<file path="src/rtl/accum_pkg.sv">
// Shared types and default constants for the block accumulator.
package accum_pkg;

   typedef enum logic [1:0] {
      IDLE    = 2'b00,
      REQ     = 2'b01,
      COLLECT = 2'b10,
      DONE    = 2'b11
   } accum_state_t;

   localparam int BLOCK_LEN_DEF = 64;
   localparam int TIMEOUT_DEF   = 16;

endpackage

</file>
<file path="src/rtl/block_accumulator_stream_stats.sv">
// Sum / maximum / sample-count datapath for one block of streamed values.
// A clear wins over a beat; both are driven by the controlling FSM.
module stream_stats #(
   parameter int WIDTH     = 16,
   parameter int LOGDEPTH  = 6,
   parameter int ACC_WIDTH = WIDTH + LOGDEPTH
) (
   input  logic                 clk_i,
   input  logic                 rst_ni,
   input  logic                 clear_i,
   input  logic                 beat_i,
   input  logic [WIDTH-1:0]     data_i,
   output logic [ACC_WIDTH-1:0] sum_o,
   output logic [WIDTH-1:0]     max_o,
   output logic [LOGDEPTH:0]    count_o
);

   logic [ACC_WIDTH-1:0] sum_q, sum_d;
   logic [WIDTH-1:0]     max_q, max_d;
   logic [LOGDEPTH:0]    count_q, count_d;

   // Next-state of the statistics: clear at block start, fold in each accepted beat.
   always_comb begin
      sum_d   = sum_q;
      max_d   = max_q;
      count_d = count_q;
      if (clear_i) begin
         sum_d   = '0;
         max_d   = '0;
         count_d = '0;
      end else if (beat_i) begin
         sum_d   = sum_q + ACC_WIDTH'(data_i);
         if (data_i > max_q) begin
            max_d = data_i;
         end
         count_d = count_q + (LOGDEPTH+1)'(1);
      end
   end

   // Statistics registers with synchronous active-low reset.
   always_ff @(posedge clk_i) begin
      if (!rst_ni) begin
         sum_q   <= '0;
         max_q   <= '0;
         count_q <= '0;
      end else begin
         sum_q   <= sum_d;
         max_q   <= max_d;
         count_q <= count_d;
      end
   end

   assign sum_o   = sum_q;
   assign max_o   = max_q;
   assign count_o = count_q;

endmodule

</file>
<file path="src/rtl/block_accumulator.sv">
// Block accumulator: requests one block from the multiplier, gathers the
// streamed values into sum/max/count, and hands the result downstream with a
// valid/ack handshake. A stalled stream ends the block with an error flag.
module block_accumulator
   import accum_pkg::*;
#(
   parameter int LOGDEPTH  = 6,
   parameter int WIDTH     = 16,
   parameter int BLOCK_LEN = BLOCK_LEN_DEF,
   parameter int ACC_WIDTH = WIDTH + LOGDEPTH,
   parameter int TIMEOUT   = TIMEOUT_DEF
) (
   input  logic                 clk,
   input  logic                 rst,
   input  logic                 EN_accum,
   output logic                 RDY_accum,
   output logic                 EN_blockRead,
   input  logic                 VALID_memVal,
   input  logic [WIDTH-1:0]     memVal_data,
   output logic                 VALID_result,
   input  logic                 ACK_result,
   output logic [ACC_WIDTH-1:0] result_sum,
   output logic [WIDTH-1:0]     result_max,
   output logic [LOGDEPTH:0]    result_count,
   output logic                 result_err
);

   localparam int GAP_W = $clog2(TIMEOUT + 1);
   localparam logic [GAP_W-1:0]  TIMEOUT_C   = GAP_W'(TIMEOUT);
   localparam logic [LOGDEPTH:0] BLOCK_LEN_C = (LOGDEPTH+1)'(BLOCK_LEN);

   accum_state_t     state_q, state_d;
   logic [GAP_W-1:0] gap_q, gap_d;
   logic             err_q, err_d;
   logic             rdy_q, blkRead_q, valid_q;

   logic             statClear;
   logic             statBeat;
   logic             lastBeat;
   logic [LOGDEPTH:0] statCount;

   // Beats only count while the block is being requested or collected.
   assign statClear = (state_q == IDLE) && EN_accum;
   assign statBeat  = VALID_memVal && ((state_q == REQ) || (state_q == COLLECT));
   assign lastBeat  = statBeat && ((statCount + (LOGDEPTH+1)'(1)) == BLOCK_LEN_C);

   stream_stats #(
      .WIDTH     (WIDTH),
      .LOGDEPTH  (LOGDEPTH),
      .ACC_WIDTH (ACC_WIDTH)
   ) u_stats (
      .clk_i   (clk),
      .rst_ni  (rst),
      .clear_i (statClear),
      .beat_i  (statBeat),
      .data_i  (memVal_data),
      .sum_o   (result_sum),
      .max_o   (result_max),
      .count_o (statCount)
   );

   // Next-state logic: start, wait for the first beat, collect until full or stalled, await ack.
   always_comb begin
      state_d = state_q;
      gap_d   = gap_q;
      err_d   = err_q;
      case (state_q)
         IDLE: begin
            if (EN_accum) begin
               state_d = REQ;
               gap_d   = '0;
               err_d   = 1'b0;
            end
         end
         REQ: begin
            if (VALID_memVal) begin
               gap_d   = '0;
               state_d = lastBeat ? DONE : COLLECT;
            end
         end
         COLLECT: begin
            if (VALID_memVal) begin
               gap_d = '0;
               if (lastBeat) begin
                  state_d = DONE;
               end
            end else begin
               if (gap_q < TIMEOUT_C) begin
                  gap_d = gap_q + GAP_W'(1);
               end
               if (gap_d >= TIMEOUT_C) begin
                  state_d = DONE;
                  err_d   = 1'b1;
               end
            end
         end
         DONE: begin
            if (ACK_result) begin
               state_d = IDLE;
            end
         end
         default: begin
            state_d = IDLE;
         end
      endcase
   end

   // State, gap counter and registered handshake outputs, decoded from the next state.
   always_ff @(posedge clk) begin
      if (!rst) begin
         state_q   <= IDLE;
         gap_q     <= '0;
         err_q     <= 1'b0;
         rdy_q     <= 1'b1;
         blkRead_q <= 1'b0;
         valid_q   <= 1'b0;
      end else begin
         state_q   <= state_d;
         gap_q     <= gap_d;
         err_q     <= err_d;
         rdy_q     <= (state_d == IDLE);
         blkRead_q <= (state_d == REQ);
         valid_q   <= (state_d == DONE);
      end
   end

   assign RDY_accum    = rdy_q;
   assign EN_blockRead = blkRead_q;
   assign VALID_result = valid_q;
   assign result_count = statCount;
   assign result_err   = err_q;

endmodule

</file>
<file path="config.mk">
export PLATFORM = sky130hd
export DESIGN_NAME = block_accumulator
export DESIGN_NICKNAME = d
export VERILOG_FILES = /design/src/rtl/accum_pkg.sv /design/src/rtl/block_accumulator_stream_stats.sv /design/src/rtl/block_accumulator.sv
export SDC_FILE = /design/constraint.sdc
export NUM_CORES = 1
export LEC_CHECK = 0
export ABC_CLOCK_PERIOD_IN_PS = 6490
export CAP_MARGIN = 20
export CORE_MARGIN = 2
export CORE_UTILIZATION = 58
export DETAILED_ROUTE_END_ITERATION = 8
export HOLD_SLACK_MARGIN = 0.03
export PLACE_DENSITY = 0.89
export SLEW_MARGIN = 20
export SYNTH_ARGS = -nofsm -noshare
export SYNTH_HDL_FRONTEND = slang
export SYNTH_SLANG_ARGS = --single-unit
</file>
<file path="constraint.sdc">
create_clock -name clk -period 6.49 [get_ports clk]
set_clock_uncertainty 0.2 [all_clocks]
set_input_delay 0.9735 -clock clk [delete_from_list [all_inputs] [get_ports clk]]
set_output_delay 0.9735 -clock clk [all_outputs]
set_load 0.005 [all_outputs]
</file>
* Yosys cells after proc, flatten, opt, wreduce, memory -nomap -nowiden *
Index checks and enable logic that the tools add are counted.

word-level totals
  bits of input ports = 21
  bits in registers = 56
  output and inout bits = 49
  RAM bits = 0
  bits in latches = 0
  memories kept = 0
  word-level logic and storage cells = 57
  memory bits (read-only) = 0

cells by class
  eq/ne operators = 10
  add/subtract/negate cells = 3
  $mul = 0
  reduce and logical (&&, ||, !) cells = 12
  shifts and indexed selects = 0
  bitwise gates (word level) = 1
  mux-type cells = 19
  div/mod/pow operators = 0
  $lt $le $gt $ge = 3

operators by type and width
  kind                                                   number
  two-way mux 5 bit                                      6
  adder 22 x 16 -> 22 bit                                1
  > comparator 16 bit                                    1
  case mux 5 bit (3 select lines)                        1
  two-way mux 2 bit                                      6
  case mux 2 bit (4 select lines)                        1
  adder 7 x 1 -> 7 bit, second input constant            1
  == test 7 bit, second input constant                   1
  == test 2 bit, second input constant                   3
  inequality test 2 bit, second input constant           3
  adder 5 x 1 -> 5 bit, second input constant            1
  >= comparator 5 bit, second input constant             1
  less-than comparator 5 bit, second input constant      1
  == test 2 x 1 -> 1 bit, second input constant          2
  logical NOT 2 bit                                      2
  two-way mux 1 bit                                      4
  AND reduction 4 bit                                    1
  logical AND 1 bit                                      3
  AND reduction 3 bit                                    1
  nonzero test 3 bit                                     1
  inequality test 2 x 1 -> 1 bit, second input constant  1
  case mux 1 bit (2 select lines)                        1
  AND reduction 2 bit                                    1
  nonzero test 2 bit                                     1
  3 further kinds                                        3

* Longest topological paths before layout *
  depth after elaboration = 9
  mapped depth = 10
  gate-level depth less buffers = 9

* Modules after synthesis *
From an unflattened synthesis, not the netlist that was laid out.

unflattened totals
  cell total of the unflattened synthesis = 437
  area total of the unflattened synthesis = 3,633.5 um^2

by module, submodules not included
  module             area each (um^2)  times used  cells an instance  sequential area each (um^2)
  stream_stats       3,012.9           1           368                900.9
  block_accumulator  620.6             1           69                 220.2

* Worst setup path after synthesis *
No wires, ideal clock.

  path type = input -> register
  from = in memVal_data[0]
  to = reg u_stats.sum_q[18] (netlist: u_stats.sum_o[18])
  arrival = 2,841 ps
  required time = 6,216 ps
  path buffers = 0
  path slack = 3,375 ps
  stages on the path = 9
  setup time = 74 ps
  path through = ha_1 inv_1 fa_1 and2b_1 o2111ai_1 a211oi_1 o21ai_1 a2111o_1 o21ai_0

on the way
  word-level cells in the longest chain between the ends = 1

RTL lines
  element                  line                                  text
  from (decl)              block_accumulator.sv:19               input logic [WIDTH-1:0] memVal_data,
  adder 22 x 16 -> 22 bit  block_accumulator_stream_stats.sv:32  sum_d = sum_q + ACC_WIDTH'(data_i);
  to (signal assigned)     block_accumulator_stream_stats.sv:47  sum_q <= sum_d;
  to (decl)                block_accumulator_stream_stats.sv:18  logic [ACC_WIDTH-1:0] sum_q, sum_d;

Every way passes these cells.
A chain may end at the register's enable or synchronous reset.

* Worst setup path in the final report *
  from = in memVal_data[0]
  to = reg u_stats.sum_q[16] (netlist: u_stats.sum_o[16])

The elaborated chain is that of the path after synthesis.

==> flow_metrics.py <==
metrics = {
    "route": {
        "avgRoutedWirePerCell_um": 16.5,
        "drt-total-wl_mm": 10.1,
        "first_iter_violations": 204,
        "routed_via_density": 6.38,
        "final_antenna_net_count": 0,
        "drc": 0,
        "vias": 3899,
        "drtPass1Iterations": 5,
    },
    "flow_run": {
        "cap_violations": 0,
    },
    "synth": {
        "ys_seq_area_share_pct": 28.6,
        "synth_compound_area_share_pct": 26.1,
        "syn_area_um2": 3920,
        "synthFlopType": "dfxtp_1",
        "yosysWarningCount": 0,
        "synth_adder_area_share_pct": 12.9,
        "synth_mux_area_share_pct": 1.02,
        "synth.area.top_cells": "dfxtp_1 29%, ha_1 12%, a21oi_1 4.3%",
        "syn_nets": 536,
        "synth_enable_flop_cells": 0,
        "async_flop_share_pct": 0,
        "yosysUniqueCellTypes": 65,
        "netlist.area_leader.share_pct": 28.6,
        "syn_inst": 475,
        "avgSynthCellArea_um2": 8.26,
        "synth_top_family_by_area": "compound AO/OA/AOI/OAI gates",
        "synth-seq-cells": 56,
        "synth_top_area_cell": "dfxtp_1",
        "yosys.area_share.simple_pct": 21.7,
        "synthXorXnorAreaFrac_pct": 3.79,
    },
    "cts": {
        "ctsLongestPathBuffers": 2,
        "htreeDepth": 2,
        "clkSinkCount": 56,
        "post_cts_resized": 0,
        "ctsHoldBuffers": 0,
        "clkLatencyLatePin_ns": 0.32,
        "cts-root-buf": "clkbuf_8",
        "cts_buffers": 5,
        "cts_tree": "yes",
        "clk_pin_slew_ns": 0.10,
        "cts_setup_buffers": 0,
    },
    "sta": {
        "worst_pin_slew_ns": 0.802,
        "rsz0062_at_grt": "no",
        "hold_ws_ns": 0.280,
        "drv_slew": 0,
        "fin_setup_tns_ns": 0,
        "finalSetupViolCount": 0,
        "hold_viol_final": 0,
        "min_period_ns": 3.66,
        "max_clock_freq_mhz": 273,
        "fin_crit_sh_pct": 56.3,
        "maxSlewHeadroom_pct": 46.4,
    },
    "place": {
        "placedInstanceArea_um2": 4640,
        "dp_hpwl_mm": 7.29,
        "routabilityCongestion": 0.896,
        "portBuffers": 69,
    },
    "critical_path": {
        "worstReg2RegEnd": "u_stats.sum_o[16]",
        "cp.arrival_ns": 3.70,
        "crit_slowest_cell": "clkdlybuf4s50_1",
        "r2r_start": "u_stats.sum_o[0]",
        "worst_setup_path_end_kind": "register",
        "cp_max_fo": 6,
        "ff2ff_setup_slack_ns": 3.65,
        "cp.required_ns": 6.53,
        "worstSetupPathType": "in2reg",
        "crit_chain": "clkdlybuf4s50_1, ha_1, inv_1, fa_1, and2b_1, o2111ai_1, a211oi_1, o21ai_1, a2111o_1, o21ai_0",
        "start_kind": "input port",
        "r2r_cells": 9,
        "crit_path_max_incr_delay_ns": 0.51,
    },
    "pwr": {
        "p_per_area_nw_per_um2": 275,
        "peakVddDrop_v": 0.000157,
        "leakage_nw": 1.73,
    },
    "floorplan": {
        "ioPinCount": 70,
        "die_y_um": 86.3,
        "die_area_um2": 7440,
        "coreArea_um2": 6460,
        "rows": 29,
        "die_x_um": 86.3,
        "start_util_pct": 60.8,
    },
    "min_path": {
        "hp-class": "reg2reg",
        "hold_start": "u_stats.sum_o[6]",
        "holdPathEnd": "u_stats.sum_o[6]",
        "whs_path_depth": 2,
    },
    "layout": {
        "final_net_count": 594,
        "diodes": 0,
        "final_cell_area_um2": 4730,
        "layout-drive-gt1-share_pct": 5.62,
        "area_delta_synth_final_pct": 20.6,
    },
    "global_routing": {
        "grt_max_degree": 47,
        "overflow": 0,
        "antenna_found_initial": 0,
        "use_met1_pct": 35.6,
        "met3_usage_pct": 3.52,
        "grtUsageTotal_pct": 27.6,
        "first_global_vias": 3696,
        "grt_pass1_wl_mm": 16.9,
        "top_usage_layer": "met2",
        "gr-usage-met2_pct": 47.9,
    },
    "outcome": {
        "status": "finished clean",
    },
}
[cell type report]
| cell class | count | area [um2] |
|---|---|---|
| clock buffer | 6 | 72.6 |
| clock inverter | 2 | 16.3 |
| fill | 508 | 1730 |
| inverter | 29 | 109 |
| multi-input combinational | 366 | 2580 |
| sequential | 56 | 1120 |
| tap | 77 | 96.3 |
| timing repair buffer | 75 | 736 |
[cell usage in the layout (no fill, tap or decap), drive strengths merged, types with 3 or more instances in the layout]
cell / count
o31ai: 4
o21ai: 18
inv: 29
or4: 4
nand2b: 4
clkdlybuf4s50: 69
and3: 5
mux2i: 4
dfxtp: 56
nand3b: 3
a31oi: 3
ha: 39
nor3: 6
o211ai: 20
a21o: 11
a211oi: 6
nand3: 31
or2: 5
o32a: 16
nand4: 22
and2: 4
a211o: 3
a21oi: 34
clkbuf: 6
nand2: 35
xnor2: 10
xor2: 7
buf: 6
o21a: 6
nor2: 30
nor2b: 5
[flip-flops by register name, indices dropped and copies added, names as in the netlist]
name             flops
VALID_result         1
u_stats.count_o      7
state_q              2
RDY_accum            1
EN_blockRead         1
u_stats.sum_o       22
result_err           1
u_stats.max_o       16
gap_q                5
[cells by family after synthesis]
kind of cell,count (synthesis)
DFF,56
adders and majority gates,40
and+or+nand+nor,164
muxes,4
buffers and inverters,53
xor gates and xnor gates,17
AOI/OAI and AO/OA,141
[how the worst max path moves through the flow]
stage | from | to | slack [ns] | depth (start not counted)
floorplan | memVal_data[0] | u_stats.sum_o[18] | 3.37 | 9
global placement | memVal_data[0] | u_stats.sum_o[18] | 2.70 | 10
detailed placement | memVal_data[0] | u_stats.sum_o[18] | 2.58 | 10
CTS | memVal_data[0] | u_stats.sum_o[18] | 2.86 | 10
global route | memVal_data[0] | u_stats.sum_o[18] | 2.62 | 10
finish | memVal_data[0] | u_stats.sum_o[16] | 2.83 | 10
[critical path, delay by kind of cell]
kind / cells / cell delay [ns]
AND/OR/NAND/NOR: 1 / 0.25
AO/OA/AOI/OAI: 5 / 1.36
buffers and inverters: 2 / 0.56
adder cells (fa/ha/maj): 2 / 0.55
[report_power, final]
part,switching (mW),internal [mW]
logic,0.368,0.281
clock network,0.122,0.0773
registers,0.0523,0.402
total,0.542,0.760
[stage by stage]
stage,worst slack (ns),cells,power (mW),utilization (%)
after global routing,2.62,611,1.39,73.3
after CTS,2.86,611,1.29,73.3
after detailed placement,2.58,603,1.09,71.9
final,2.83,611,1.30,73.3
after floorplan,3.37,475,0.885,-
after global placement,2.70,603,1.08,71.9
[cell usage after synthesis, types with 16 or more instances]
cell	instances
a21oi_1	34
nand4_1	22
nand2_1	35
clkbuf_1	17
o211ai_1	20
o32a_1	16
inv_1	29
nor2_1	30
nand3_1	30
dfxtp_1	56
o21ai_0	17
ha_1	39
[per-layer routing]
metal / share of wire (%) / up-vias / wire length [um]
li1: - / 1893 / -
met1: 44 / 1847 / 4410
met2: 49 / 130 / 4920
met3: 4.2 / 29 / 419
met4: 3.1 / 0 / 314
met5: 0 / - / 0
Power figures use the tool's default switching activity.
